==> config.mk <==
export PLATFORM = sky130hd
export DESIGN_NAME = seq_multiplier
export DESIGN_NICKNAME = d
export VERILOG_FILES = /design/src/rtl/seq_multiplier.sv
export SDC_FILE = /design/constraint.sdc
export NUM_CORES = 1
export LEC_CHECK = 0
export CAP_MARGIN = 25
export CORE_UTILIZATION = 61
export CTS_BUF_LIST = sky130_fd_sc_hd__clkbuf_4
export CTS_CLUSTER_SIZE = 12
export DETAILED_ROUTE_END_ITERATION = 7
export GPL_ROUTABILITY_DRIVEN = 0
export GPL_TIMING_DRIVEN = 0
export PLACE_DENSITY_LB_ADDON = 0.08
export SKIP_LAST_GASP = 1
export SYNTH_ARGS = -nofsm -noshare
export SYNTH_HDL_FRONTEND = slang
export SYNTH_SLANG_ARGS = --single-unit
==> constraint.sdc <==
create_clock -name clk -period 4.3 [get_ports clk]
set_input_delay 1.075 -clock clk [delete_from_list [all_inputs] [get_ports clk]]
set_output_delay 1.075 -clock clk [all_outputs]
set_load 0.01 [all_outputs]
==> src/rtl/seq_multiplier.sv <==
// Sequential shift-add multiplier with signed/unsigned operand control and hi/lo result select.
// Operands are reduced to magnitudes on acceptance; the sign is reapplied when the product is final.
module seq_multiplier #(
    parameter int unsigned XLEN           = 32,
    parameter int unsigned BITS_PER_CYCLE = 1
) (
    input  logic            clk,
    input  logic            rst_n,
    input  logic            in_valid,
    output logic            in_ready,
    input  logic [XLEN-1:0] a,
    input  logic [XLEN-1:0] b,
    input  logic [1:0]      sign_ctrl,
    input  logic            hi_sel,
    input  logic            flush,
    output logic            out_valid,
    input  logic            out_ready,
    output logic [XLEN-1:0] result
);

    localparam int unsigned N     = XLEN / BITS_PER_CYCLE;
    localparam int unsigned CNT_W = $clog2(N + 1);
    localparam int unsigned AW    = 2 * XLEN;
    localparam int unsigned PW    = XLEN + BITS_PER_CYCLE;

    typedef enum logic [1:0] {
        IDLE = 2'd0,
        CALC = 2'd1,
        DONE = 2'd2
    } state_e;

    state_e            state_q, state_d;
    logic [XLEN-1:0]   mcand_q, mcand_d;
    logic [XLEN-1:0]   mplier_q, mplier_d;
    logic [AW-1:0]     acc_q, acc_d;
    logic [CNT_W-1:0]  cnt_q, cnt_d;
    logic              neg_q, neg_d;
    logic              hi_sel_q, hi_sel_d;
    logic              in_ready_q, in_ready_d;
    logic              out_valid_q, out_valid_d;
    logic [XLEN-1:0]   result_q, result_d;

    logic              a_neg;
    logic              b_neg;
    logic [PW-1:0]     partial;
    logic [PW-1:0]     sum;
    logic [AW-1:0]     acc_step;
    logic [AW-1:0]     prod;

    always_ff @(posedge clk or negedge rst_n) begin
        if (!rst_n) begin
            state_q     <= IDLE;
            mcand_q     <= '0;
            mplier_q    <= '0;
            acc_q       <= '0;
            cnt_q       <= '0;
            neg_q       <= 1'b0;
            hi_sel_q    <= 1'b0;
            in_ready_q  <= 1'b1;
            out_valid_q <= 1'b0;
            result_q    <= '0;
        end else begin
            state_q     <= state_d;
            mcand_q     <= mcand_d;
            mplier_q    <= mplier_d;
            acc_q       <= acc_d;
            cnt_q       <= cnt_d;
            neg_q       <= neg_d;
            hi_sel_q    <= hi_sel_d;
            in_ready_q  <= in_ready_d;
            out_valid_q <= out_valid_d;
            result_q    <= result_d;
        end
    end

    // Datapath step: add multiplicand times the low multiplier bits into the upper half, then shift right.
    always_comb begin
        a_neg   = (sign_ctrl != 2'b00) && a[XLEN-1];
        b_neg   = (sign_ctrl == 2'b11) && b[XLEN-1];
        partial = '0;
        for (int unsigned i = 0; i < BITS_PER_CYCLE; i++) begin
            if (mplier_q[i]) begin
                partial = partial + (PW'(mcand_q) << i);
            end
        end
        sum      = PW'(acc_q[AW-1:XLEN]) + partial;
        acc_step = AW'({sum, acc_q[XLEN-1:0]} >> BITS_PER_CYCLE);
        prod     = neg_q ? (~acc_step + AW'(1)) : acc_step;
    end

    always_comb begin
        state_d     = state_q;
        mcand_d     = mcand_q;
        mplier_d    = mplier_q;
        acc_d       = acc_q;
        cnt_d       = cnt_q;
        neg_d       = neg_q;
        hi_sel_d    = hi_sel_q;
        in_ready_d  = in_ready_q;
        out_valid_d = out_valid_q;
        result_d    = result_q;

        case (state_q)
            IDLE: begin
                if (in_valid) begin
                    mcand_d    = a_neg ? (~a + XLEN'(1)) : a;
                    mplier_d   = b_neg ? (~b + XLEN'(1)) : b;
                    neg_d      = a_neg ^ b_neg;
                    hi_sel_d   = hi_sel;
                    acc_d      = '0;
                    cnt_d      = CNT_W'(N);
                    in_ready_d = 1'b0;
                    state_d    = CALC;
                end
            end
            CALC: begin
                acc_d    = acc_step;
                mplier_d = mplier_q >> BITS_PER_CYCLE;
                cnt_d    = cnt_q - CNT_W'(1);
                if (cnt_q == CNT_W'(1)) begin
                    out_valid_d = 1'b1;
                    result_d    = hi_sel_q ? prod[AW-1:XLEN] : prod[XLEN-1:0];
                    state_d     = DONE;
                end
            end
            DONE: begin
                if (out_ready) begin
                    out_valid_d = 1'b0;
                    result_d    = '0;
                    in_ready_d  = 1'b1;
                    state_d     = IDLE;
                end
            end
            default: begin
                out_valid_d = 1'b0;
                result_d    = '0;
                in_ready_d  = 1'b1;
                state_d     = IDLE;
            end
        endcase

        // Abort wins over both acceptance and consumption.
        if (flush) begin
            out_valid_d = 1'b0;
            result_d    = '0;
            in_ready_d  = 1'b1;
            state_d     = IDLE;
        end
    end

    assign in_ready  = in_ready_q;
    assign out_valid = out_valid_q;
    assign result    = result_q;

endmodule
Yosys cells after proc, flatten, opt, wreduce, memory -nomap -nowiden
Cells that the tools add are included.
{"block": "totals", "regBits": 172, "input_bits": 72, "out_inout_bits": 34, "wordCells": 67}
{"block": "op_classes", "add_sub_neg": 5, "eq_ne": 10, "n_mux": 28, "bitwise_logic": 4, "n_reduce_logical": 10}
{"op": "$mux W32", "n": 8}
{"op": "$mux W64", "n": 2}
{"op": "$pmux W64 S2", "n": 1}
{"op": "$pmux W32 S3", "n": 1}
{"op": "$add A32 B1 Y32 const B", "n": 2}
{"op": "$add A64 B1 Y64 const B", "n": 1}
{"op": "$not A32 Y32", "n": 2}
{"op": "$not A64 Y64", "n": 1}
{"op": "$pmux W32 S2", "n": 1}
{"op": "$add A32 B33 Y33", "n": 1}
{"op": "$pmux W6 S2", "n": 1}
{"op": "$ne A3 B3 Y1 const B", "n": 3}
{"op": "$reduce_and A3 Y1", "n": 3}
{"op": "$mux W2", "n": 4}
{"op": "$eq A6 B1 Y1 const B", "n": 1}
{"op": "$mux W1", "n": 6}
{"op": "$mux W6", "n": 1}
{"op": "$ne A2 B2 Y1 const B", "n": 3}
{"op": "$pmux W1 S3", "n": 2}
{"op": "$pmux W2 S3", "n": 1}
{"op": "$sub A6 B1 Y6 const B", "n": 1}
{"op": "$eq A2 B2 Y1 const B", "n": 2}
{"op": "$reduce_and A2 Y1", "n": 2}
{"op": "$reduce_bool A2 Y1", "n": 2}
{"op": "other kinds (4)", "n": 5}

Depth between registers and ports, before layout
{"block": "depth", "ltp_word": 9, "mapped_depth": 15, "mapped_depth_nobuf": 13}

Worst setup path after synthesis
No wires, ideal clock.
{"block": "synth_path", "path_type": "register -> register", "startpoint": "register mplier_q[0]", "endpoint": "register result_q[24], in the netlist result[24]", "setup_ps": 127, "arrival_ps": 3703, "required_time_ps": 4173, "path_slack_ps": 470, "stages_incl_launch_ff": 14, "n_path_buf": 1, "period_less_slack_ps": 3830, "path_cell_list": "dfrtp_1 > clkbuf_1 > and2_1 > ha_1 > fa_1 > xor2_1 > or3_2 > or4_1 > or4b_4 > nor2_4 > nand3_2 > o31ai_1 > xor2_1 > o21ai_1"}
{"block": "synth_via", "elab_chain_cells": 9}
{"element": "from (decl)", "line": "34", "rtl": "logic [XLEN-1:0] mplier_q, mplier_d;"}
{"element": "from (signal assigned)", "line": "65", "rtl": "mplier_q <= mplier_d;"}
{"element": "$mux W32 (*)", "line": "82", "rtl": "if (mplier_q[i]) begin"}
{"element": "$add A32 B33 Y33 (*)", "line": "86", "rtl": "sum = PW'(acc_q[AW-1:XLEN]) + partial;"}
{"element": "$not A64 Y64", "line": "88", "rtl": "prod = neg_q ? (~acc_step + AW'(1)) : acc_step;"}
{"element": "$add A64 B1 Y64", "line": "88"}
{"element": "$mux W64 (*)", "line": "88"}
{"element": "$mux W32 (*)", "line": "122", "rtl": "result_d = hi_sel_q ? prod[AW-1:XLEN] : prod[XLEN-1:0];"}
{"element": "$mux W32 (*)", "line": "120", "rtl": "if (cnt_q == CNT_W'(1)) begin"}
{"element": "$pmux W32 S3 (*)", "line": "103", "rtl": "case (state_q)"}
{"element": "$mux W32 (*)", "line": "143", "rtl": "if (flush) begin"}
{"element": "to (signal assigned)", "line": "72", "rtl": "result_q <= result_d;"}
{"element": "to (decl)", "line": "41", "rtl": "logic [XLEN-1:0] result_q, result_d;"}
Mark *: on every way between the ends. The rest lies on a longest branch, timed or not. The select of a mux whose other input is x is not followed.
A chain may end at the register's enable or synchronous reset.

Worst setup path in the final report
{"block": "layout_path", "startpoint": "register mplier_q[0]", "endpoint": "register result_q[29], in the netlist result[29]"}
The elaborated chain is that of the path after synthesis.

==> reports/results.ini <==
[outcome]
status = finished clean

[synth]
synth_flop_cell = dfrtp_1
ys_ff_latch = 171
postSynthNetCount = 1488
synthDistinctLibCells = 90
async_flop_share_pct = 100
netlist_instances = 1378
synth_edf_count = 0
syn_area_per_cell_um2 = 8.68
syn-cell-area_mm2 = 0.0120
yosysSeqAreaShare_pct = 35.8
yosysWarnings = 0

[power_and_ir_drop]
leakagePower_nw = 5.83
peakVddDrop_v = 0.000182
p_total_mw = 4.95
power_density_mw_per_mm2 = 356

[final_layout]
drive_gt1_share_pct = 8.89
layout.nets = 1627
syn2layout_area_growth_pct = 16.1
regArea_mm2 = 0.00428
nFillCells = 1532
instances_no_fill = 1790
multi_input_area_mm2 = 0.00737

[clock_tree]
ctsHoldBuffers = 0
clock_latency_ps = 610
cts_sinks = 171
h-tree-depth = 4
cts_tree = built
clockRootBuffer = clkbuf_4
clkTransAtPathRegs_ps = 170
clockBufferDepth = 2
cts_buffers = 17

[global_route]
grt_util_all_layers_pct = 34.6
antenna_found_initial = 1
grt_pass1_vias = 10692
grt_first_pass_wirelength_um = 54600
grt_max_degree = 115
overflow = 0

[critical_path]
cp-startpoint = mplier_q[0]
crit_path_end_kind = flop
cp-endpoint = result[29]
crit_fanout = 10
reg2reg_depth = 16
worst_ep_required_time_ps = 4790
criticalPathCategory = reg -> reg
worstReg2RegEnd = result[29]
cp.arrival_ps = 4630
rrSetupSlack_ps = 160
r2r-start = mplier_q[0]
crit_path_start_kind = flop

[route]
wirelength_um = 33700
routed_via_density = 6.42
wl_per_cell_um = 18.8
drtIter0Drc = 915
drc = 0
antenna_left = 0
dr.pass1.iters = 6
vias = 11498

[timing]
setup_tns_ps = 0
hold_slack_ps = 355
fin_ws_ps = 159
setup_viol = 0
timing.final.crit_share_pct = 96.3
finalMaxSlewViolations = 0
fin_crit_ps = 4140
rsz0062_at_grt = yes
max_slew.worst_pin.slew_ps = 905
max_slew_margin_pct = 39.2
hold_viol_final = 0
timing.fmax_mhz = 241
clock_skew_ps = 37.9

[floorplan]
die_area_mm2 = 0.0202
core_mm2 = 0.0190
die-width_um = 142
row_count = 50
die_height_um = 142
start_util_pct = 63.1
io_pins = 106

[min_path]
hold_path.class = in -> async

[placement]
pre_cts_ws_ps = -292
port_buffers = 105
dpl.cell_count = 1748
hpwl_um = 25900

[run]
cap_violations = 0

[critical path, cell delays in order (launching register included)]
cell	delay [ps]
dfrtp_2	470
clkbuf_2	190
and2_1	200
ha_2	220
fa_2	450
a21o_1	200
a21boi_2	230
o21ai_1	120
a2111oi_1	390
a311oi_1	120
buf_2	220
nor4b_4	350
buf_4	180
nand4b_1	160
o31ai_2	290
xor2_1	180
o21ai_1	70
[through the flow]
step	instance area (µm²)	util, %
after floorplan	12000	-
after global routing	13900	73.3
after global placement	13300	70.4
after CTS	13700	72.4
final	13900	73.3
after detailed placement	13400	70.7
[layout make-up]
| cell class | count | share of cell area (%) |
|---|---|---|
| antenna | 1 | 0.0180 |
| buffer | 80 | 2.79 |
| clock buffer | 18 | 0.973 |
| clock inverter | 13 | 0.955 |
| inverter | 19 | 0.513 |
| multi-input combinational | 1107 | 53.1 |
| sequential | 171 | 30.8 |
| tap | 260 | 2.34 |
| timing repair buffer | 121 | 8.52 |
[layout by cell type (no fill, tap or decap), types with 48 or more instances in the layout]
cell,n
xnor2_1,81
clkdlybuf4s50_1,104
nor2_1,71
a21oi_1,89
a22o_1,64
clkbuf_1,55
xor2_1,48
o21ai_0,145
and2_1,50
dfrtp_1,169
nand2_1,144
[synth_stat cells, types with 5 or more instances]
library cell    n  area share [%]
a2111oi_0       5            0.37
a211oi_1       11            0.69
a21o_1         15            0.94
a21oi_1        95             4.0
a22o_1         64             4.7
a22oi_1        40             2.5
a2bb2oi_1       5            0.37
and2_1         50             2.6
and3_1          7            0.37
and4_1          6            0.44
buf_2           7            0.29
clkbuf_1       59             1.9
dfrtp_1       170              36
ha_1           37             3.9
inv_1          18            0.56
nand2_1       144             4.5
nand2b_1        6            0.31
nand3_1        15            0.63
nand4_1        14            0.73
nor2_1         71             2.2
nor3_1         20            0.84
nor4_1         18            0.94
o211ai_1       12            0.75
o21a_1          6            0.38
o21ai_0       150             6.3
o21ai_1        12            0.50
o22ai_1        18            0.94
o311ai_0        6            0.44
o31ai_1        22             1.4
o41ai_1        12            0.88
or2_2           6            0.31
or3_1          20             1.0
or3_2           7            0.44
or4_1           5            0.31
xnor2_1        82             6.0
xor2_1         48             3.5
[kinds of logic (layout without fill, tap and decap cells)]
family / count (synthesis) / in the layout / synth area share, %
AOI/OAI and AO/OA: 514 / 514 / 28.2
and+or+nand+nor: 421 / 421 / 18.3
DFF: 171 / 171 / 35.8
xor gates and xnor gates: 130 / 130 / 9.51
buffers and inverters: 100 / 251 / 3.84
adders and majority gates: 38 / 38 / 4.04
muxes: 4 / 4 / 0.345
other: 0 / 1 / 0
[layer usage]
metal / global-route usage [%] / up-vias / share of wire [%]
li1: - / 5403 / -
met1: 47.1 / 5531 / 43
met2: 56.1 / 497 / 47
met3: 5.28 / 67 / 7.9
met4: 12.2 / 0 / 2.4
met5: 0 / - / 0
[flip-flops by register name, summed over array words and instances, names as in the netlist]
| register | count |
|---|---|
| acc_q | 63 |
| mcand_q | 32 |
| mplier_q | 32 |
| result | 32 |
| cnt_q | 6 |
| state_q | 2 |
| hi_sel_q | 1 |
| in_ready | 1 |
| neg_q | 1 |
| out_valid | 1 |
[where the power goes]
part	internal [mW]	leakage (nW)	switching, mW	total [mW]
clock	0.305	0.141	0.636	0.941
combinational	0.812	3.44	1.26	2.07
sequential	1.80	2.25	0.140	1.94
[worst min path at each step]
stage | endpoint | slack [ps] | cells past startpoint
finish | acc_q[13] | 360 | 1
CTS | acc_q[13] | 360 | 1
floorplan | mcand_q[31] | 440 | 2
global placement | result[17] | 450 | 2
detailed placement | result[17] | 460 | 2
global route | acc_q[14] | 390 | 1
[timing repair]
| item | in CTS | in global routing |
|---|---|---|
| endpoints found under the setup margin | 16 | 22 |
| pin swaps | 2 | 10 |
| setup buffers | 2 | 8 |
| gates resized for setup | 9 | 32 |
No activity file was read; power rests on OpenSTA's default activity.
